File: config.mk
export PLATFORM = sky130hd
export DESIGN_NAME = mux_stream_arb
export DESIGN_NICKNAME = d
export VERILOG_FILES = /design/src/rtl/mux_stream_arb.sv
export SDC_FILE = /design/constraint.sdc
export NUM_CORES = 1
export LEC_CHECK = 0
export CAP_MARGIN = 20
export CORE_MARGIN = 4
export CORE_UTILIZATION = 34
export CTS_CLUSTER_SIZE = 24
export DETAILED_ROUTE_END_ITERATION = 8
export PLACE_DENSITY = 0.9
export SYNTH_ARGS = -nofsm -noshare
export SYNTH_HDL_FRONTEND = slang
export SYNTH_SLANG_ARGS = --single-unit
File: constraint.sdc
create_clock -name clk -period 3.1 [get_ports clk]
set_input_delay 0.31 -clock clk [delete_from_list [all_inputs] [get_ports clk]]
set_output_delay 0.31 -clock clk [all_outputs]
set_load 0.005 [all_outputs]
File: src/rtl/mux_stream_arb.sv
// N-input registered stream multiplexer: explicit-select or round-robin grant,
// one-entry output register with full-throughput back-pressure and source tag.
module mux_stream_arb #(
    parameter int WIDTH = 32,
    parameter int N     = 4,
    parameter int SELW  = 2
) (
    input  logic                 clk,
    input  logic                 rst,
    input  logic                 mode,
    input  logic [SELW-1:0]      sel,
    input  logic [N*WIDTH-1:0]   in_data,
    input  logic [N-1:0]         in_valid,
    output logic [N-1:0]         in_ready,
    output logic [WIDTH-1:0]     out_data,
    output logic [SELW-1:0]      out_src,
    output logic                 out_valid,
    input  logic                 out_ready
);

    typedef enum logic {
        MODE_SELECT = 1'b0,
        MODE_RR     = 1'b1
    } mode_e;

    logic [WIDTH-1:0] data_q, data_d;
    logic [SELW-1:0]  src_q,  src_d;
    logic             valid_q, valid_d;
    logic [SELW-1:0]  ptr_q,  ptr_d;

    logic [N-1:0]     grant;
    logic [SELW-1:0]  grant_idx;
    logic             grant_any;
    logic             load_en;
    logic             xfer;

    // The register may accept a new word when empty or when being drained this cycle.
    assign load_en  = !rst && (!valid_q || out_ready);
    assign in_ready = {N{load_en}} & grant;
    assign xfer     = load_en && grant_any;

    // NOTE: every output of a combinational block gets a default first, so no
    // path through the if/for structure can leave a value held (inferred latch).
    always_comb begin
        int idx;
        grant     = '0;
        grant_idx = '0;
        grant_any = 1'b0;
        idx       = 0;
        if (mode_e'(mode) == MODE_SELECT) begin
            // An out-of-range sel matches no channel, so it grants nothing.
            for (int i = 0; i < N; i++) begin
                if (int'(sel) == i && in_valid[i]) begin
                    grant[i]  = 1'b1;
                    grant_idx = SELW'(i);
                    grant_any = 1'b1;
                end
            end
        end else begin
            for (int k = 0; k < N; k++) begin
                idx = int'(ptr_q) + k;
                if (idx >= N) begin
                    idx = idx - N;
                end
                if (!grant_any && in_valid[idx]) begin
                    grant[idx] = 1'b1;
                    grant_idx  = SELW'(idx);
                    grant_any  = 1'b1;
                end
            end
        end
    end

    always_comb begin
        data_d  = data_q;
        src_d   = src_q;
        valid_d = valid_q;
        ptr_d   = ptr_q;
        if (xfer) begin
            valid_d = 1'b1;
            data_d  = in_data[int'(grant_idx)*WIDTH +: WIDTH];
            src_d   = grant_idx;
            if (mode_e'(mode) == MODE_RR) begin
                ptr_d = (int'(grant_idx) == N-1) ? '0 : SELW'(int'(grant_idx) + 1);
            end
        end else if (valid_q && out_ready) begin
            valid_d = 1'b0;
        end
    end

    // NOTE: state registers use non-blocking assignments so every flop samples
    // the pre-edge values regardless of statement order.
    always_ff @(posedge clk) begin
        if (rst) begin
            // NOTE: the data register is reset too, because out_data must read
            // zero out of reset rather than whatever was captured last.
            data_q  <= '0;
            src_q   <= '0;
            valid_q <= 1'b0;
            ptr_q   <= '0;
        end else begin
            data_q  <= data_d;
            src_q   <= src_d;
            valid_q <= valid_d;
            ptr_q   <= ptr_d;
        end
    end

    assign out_data  = data_q;
    assign out_src   = src_q;
    assign out_valid = valid_q;

endmodule

==> results_tabular.tex <==
\begin{tabular}{lr}
\hline
Metric & Value \\
\hline
\multicolumn{2}{l}{\textbf{Yosys}} \\
Proportion of synthesized flip-flops having asynchronous set or reset & 0\% \\
Count of distinct cell types in the synthesized netlist & 43 \\
Average cell area after synthesis & 8.61 sq um \\
Syn Inst Count & 321 \\
Count of state elements after synthesis & 37 \\
Netlist Area Pre-Place & 2760 sq um \\
Count of yosys warnings during synthesis & 0 \\
Register area share after synthesis & 26.8\% \\
Post-synth EDFFs & 0 \\
Post-Synthesis Net Count & 464 \\
Most used flip-flop cell after synthesis & sky130\_fd\_sc\_hd\_\_dfxtp\_1 \\
\multicolumn{2}{l}{\textbf{GRT}} \\
Met2 track demand over resource in global routing & 36.3\% \\
First-pass GRT wire length & 15600 microns \\
Largest net degree at the start of global routing & 35 \\
Met1 layer usage reported by global route & 21.9\% \\
GR met3 Demand/Resource & 5.71\% \\
Initial antenna violation count & 0 \\
Vias in the first global route & 3237 \\
Gr usage total & 19.5\% \\
Remaining global-route overflow & 0 \\
Most used routing layer in global routing & met2 \\
\multicolumn{2}{l}{\textbf{Worst setup path}} \\
Cell-by-cell trace of the critical path & inv\_4 > ha\_4 > or3b\_1 > a2111o\_1 > nand3\_4 > nand2\_1 > nand2\_1 > a21oi\_1 > nor2\_1 > clkdlybuf4s50\_1 \\
Critical Path Slowest Stage Cell & sky130\_fd\_sc\_hd\_\_clkdlybuf4s50\_1 \\
CP dominant cell by count & sky130\_fd\_sc\_hd\_\_nand2\_1 \\
Crit path kind & register to primary output \\
Arrival time reported for the critical path endpoint & 2680 ps \\
Worst path required time & 2790 ps \\
Maximum single-stage delay on the critical path & 500 ps \\
Dominant delay contributor by cell family on the critical path & simple AND/OR/NAND/NOR gates \\
Startpoint type of the worst setup path & register \\
Endpoint type of the worst setup path & primary output \\
Crit path buffers/inverters & 2 \\
Largest driver fanout on the critical path & 7 \\
\multicolumn{2}{l}{\textbf{Floorplanning}} \\
Core Rows & 32 \\
Floorplan core area & 7810 sq um \\
I/O pin count & 177 \\
Horizontal die dimension & 98.2 microns \\
Area enclosed by the die boundary & 9640 sq um \\
Starting Density & 35.4\% \\
Die outline height & 98.2 microns \\
\multicolumn{2}{l}{\textbf{Power and ir drop}} \\
Leakage & 2.07 nW \\
Share of power burned in registers & 33.8\% \\
Part of the total power dissipated in combinational logic & 47.7\% \\
Design Power & 1.77 mW \\
Internal cell power & 1.22 mW \\
Switch Pwr & 548 uW \\
Areal power density over the cells & 365 nW/um\^{}2 \\
Worst-case vdd ir drop & 0.184 mV \\
Fraction of power consumed by the clock network & 18.5\% \\
Switching fraction of total power & 30.9\% \\
\multicolumn{2}{l}{\textbf{Route}} \\
Total via count after detailed routing & 3207 \\
Count of antenna-violating nets left after detailed routing & 0 \\
Detailed-route wire length per cell & 16.5 microns \\
Router iterations before antenna repair & 5 \\
Detailed Route WL & 9910 microns \\
1st-iter DRT viols & 101 \\
DRC viols & 0 \\
Ratio of routed vias to standard cells & 5.35 \\
\multicolumn{2}{l}{\textbf{Timing}} \\
RSZ-0062 raised after global routing & no \\
Tcrit/Tclk final & 96.6\% \\
Final worst path period need & 2990 ps \\
\# setup viols final & 0 \\
Worst Slack Setup Final & 105 ps \\
Final-report hold violation count & 0 \\
Sum of negative setup slack & 0 ps \\
Timing-limited maximum frequency & 334 MHz \\
Worst relative slew slack & 32.9\% \\
Pins Over Slew Limit & 0 \\
Setup clock skew after layout & 2.79 ps \\
Transition at the pin with the smallest max-transition slack & 1000 ps \\
\multicolumn{2}{l}{\textbf{Clock network}} \\
Source-to-sink clock delay at the later pin of the worst-skew pair & 280 ps \\
Root Driver & sky130\_fd\_sc\_hd\_\_clkbuf\_8 \\
Deepest level of the CTS H-tree & 2 \\
TritonCTS sink count & 37 \\
CTS tree & done \\
Clock buffers created by TritonCTS & 5 \\
Clock Path Buffers & 2 \\
Reg clk slew, reported paths & 70 ps \\
\multicolumn{2}{l}{\textbf{Final layout}} \\
Area growth from synthesis to final layout & 75.4\% \\
Finished Core Util & 62.1\% \\
Number of fill cells & 674 \\
Layout cell share with drive strength beyond 1 & 9.44\% \\
Inserted Diodes & 0 \\
Net total in the final layout & 641 \\
Register Area & 743 sq um \\
Final instance count without filler cells & 600 \\
Area of the multi-input gates & 1880 sq um \\
\multicolumn{2}{l}{\textbf{Placement}} \\
Final GP Congestion & 0.916 \\
Worst slack at placement & -64.4 ps \\
Estimated wirelength of the detail-placed design & 7890 microns \\
Quantity of I/O buffers inserted on ports & 176 \\
Placed cell count & 591 \\
\multicolumn{2}{l}{\textbf{Status}} \\
Result of the run & finished clean \\
\multicolumn{2}{l}{\textbf{Worst hold path}} \\
Min-delay worst type & register to register \\
\multicolumn{2}{l}{\textbf{Run}} \\
Number of maximum-capacitance violations & 0 \\
\hline
\end{tabular}
per-stage QoR:
step | cell area, sq um | hold slack, ps
2_1_floorplan | 2780 | 375
3_3_place_gp | 4710 | 443
3_5_place_dp | 4710 | 455
4_1_cts | 4810 | 473
5_1_grt | 4850 | 487
6_report | 4850 | 469
registers in the layout (all words and copies together) (netlist names):
signal and flops:
out_data 32, out_src 2, out_valid 1, ptr_q 2
worst reg2reg max path, cell delays in order, from the launching register on:
cell	delay, ps
sky130_fd_sc_hd__dfxtp_2	360
sky130_fd_sc_hd__inv_4	70
sky130_fd_sc_hd__ha_4	270
sky130_fd_sc_hd__buf_4	150
sky130_fd_sc_hd__nand3b_1	70
sky130_fd_sc_hd__a2111o_1	180
sky130_fd_sc_hd__nand3_4	110
sky130_fd_sc_hd__buf_4	160
sky130_fd_sc_hd__o31a_1	250
sky130_fd_sc_hd__nor2_1	770
sky130_fd_sc_hd__o21ai_0	270
sky130_fd_sc_hd__o211ai_1	160
cell type report:
cell class / instances / share of cell area, %
Timing Repair Buffer: 197 / 41.0
Multi-Input combinational cell: 249 / 38.7
Sequential cell: 37 / 15.3
Tap cell: 102 / 2.63
Clock buffer: 6 / 1.50
Inverter: 8 / 0.671
Clock inverter: 1 / 0.181
worst paths after layout:
| check | slack, ps | start | end | cells past startpoint |
|---|---|---|---|---|
| worst max-delay path | 110 | ptr_q[0]$_SDFFE_PP0P_ | in_ready[0] | 10 |
| worst min-delay path | 470 | out_data[21]$_SDFFE_PP0P_ | out_data[21]$_SDFFE_PP0P_ | 2 |
| worst min register to register | 470 | out_data[21]$_SDFFE_PP0P_ | out_data[21]$_SDFFE_PP0P_ | 2 |
| worst max register to register | 210 | ptr_q[0]$_SDFFE_PP0P_ | out_data[20]$_SDFFE_PP0P_ | 11 |
cell usage in the layout, fill, tap and decap left out, types with 3 or more instances in the layout:
cell	synthesis	routed
sky130_fd_sc_hd__a21boi_0	17	17
sky130_fd_sc_hd__a21oi_1	6	6
sky130_fd_sc_hd__a222oi_1	4	4
sky130_fd_sc_hd__a32oi_1	3	3
sky130_fd_sc_hd__and3_1	17	17
sky130_fd_sc_hd__buf_12	0	4
sky130_fd_sc_hd__buf_4	3	16
sky130_fd_sc_hd__clkbuf_8	0	5
sky130_fd_sc_hd__clkdlybuf4s50_1	0	171
sky130_fd_sc_hd__dfxtp_1	37	35
sky130_fd_sc_hd__dlymetal6s2s_1	0	5
sky130_fd_sc_hd__ha_1	5	4
sky130_fd_sc_hd__inv_1	6	6
sky130_fd_sc_hd__mux2_2	3	3
sky130_fd_sc_hd__mux2i_1	50	50
sky130_fd_sc_hd__mux4_2	3	3
sky130_fd_sc_hd__nand2_1	42	42
sky130_fd_sc_hd__nand2b_1	5	5
sky130_fd_sc_hd__nor2_1	18	16
sky130_fd_sc_hd__o211ai_1	17	17
sky130_fd_sc_hd__o21ai_0	18	18
sky130_fd_sc_hd__o221ai_1	15	15
synth_stat cells (2+ instances only):
library cell,n,area [sq um]
sky130_fd_sc_hd__o211ai_1,17,128
sky130_fd_sc_hd__nand3b_1,2,15.0
sky130_fd_sc_hd__a211oi_1,3,22.5
sky130_fd_sc_hd__a21oi_1,6,30.0
sky130_fd_sc_hd__a32oi_1,3,26.3
sky130_fd_sc_hd__o21ai_0,18,90.1
sky130_fd_sc_hd__dfxtp_1,37,741
sky130_fd_sc_hd__a21boi_0,17,128
sky130_fd_sc_hd__clkbuf_1,17,63.8
sky130_fd_sc_hd__inv_1,6,22.5
sky130_fd_sc_hd__mux2_2,3,33.8
sky130_fd_sc_hd__nor4b_1,2,17.5
sky130_fd_sc_hd__mux4_2,3,67.6
sky130_fd_sc_hd__nand2_1,42,158
sky130_fd_sc_hd__buf_2,3,15.0
sky130_fd_sc_hd__o221ai_1,15,131
sky130_fd_sc_hd__nor2_1,18,67.6
sky130_fd_sc_hd__nor3_1,2,10.0
sky130_fd_sc_hd__and3_1,17,106
sky130_fd_sc_hd__nand4b_1,2,17.5
sky130_fd_sc_hd__ha_1,5,62.6
sky130_fd_sc_hd__a222oi_1,4,40.0
sky130_fd_sc_hd__mux2i_1,50,500
sky130_fd_sc_hd__buf_6,3,33.8
sky130_fd_sc_hd__nand2b_1,5,31.3
sky130_fd_sc_hd__buf_4,3,22.5
sky130_fd_sc_hd__o31a_1,2,17.5
cells by family (layout without fill, tap and decap cells):
| kind of cell | Yosys count | in the layout | share of synthesized area [%] |
|---|---|---|---|
| AO/OA/AOI/OAI | 93 | 93 | 25.8 |
| adder cells (fa/ha/maj) | 5 | 5 | 2.26 |
| buffers and inverters | 35 | 212 | 6.52 |
| flip-flops | 37 | 37 | 26.8 |
| multiplexers | 56 | 56 | 21.8 |
| AND/OR/NAND/NOR | 95 | 95 | 16.8 |
repair_timing:
action                                 in CTS  in global routing
setup endpoints to repair                   4                 14
buffers inserted                            2                  0
endpoints found under the hold margin       0                  0
cloned                                      0                  0
hold buffers                                0                  0
gates resized for setup                     3                 10
pin swaps                                   0                  1
power groups by stage:
stage | combinational (mW) | sequential, mW | clock [mW]
3_5_place_dp | 0.838 | 0.610 | 0
3_3_place_gp | 0.824 | 0.604 | 0
5_1_grt | 0.908 | 0.612 | 0.364
6_report | 0.845 | 0.599 | 0.327
4_1_cts | 0.846 | 0.599 | 0.343
2_1_floorplan | 0.382 | 0.615 | 0
per-layer routing:
metal | vias up | wire length (microns)
li1 | 1562 | -
met1 | 1501 | 3700
met2 | 132 | 5250
met3 | 12 | 818
met4 | 0 | 133
met5 | - | 0
Note: power is estimated with default switching activity, not from simulation.
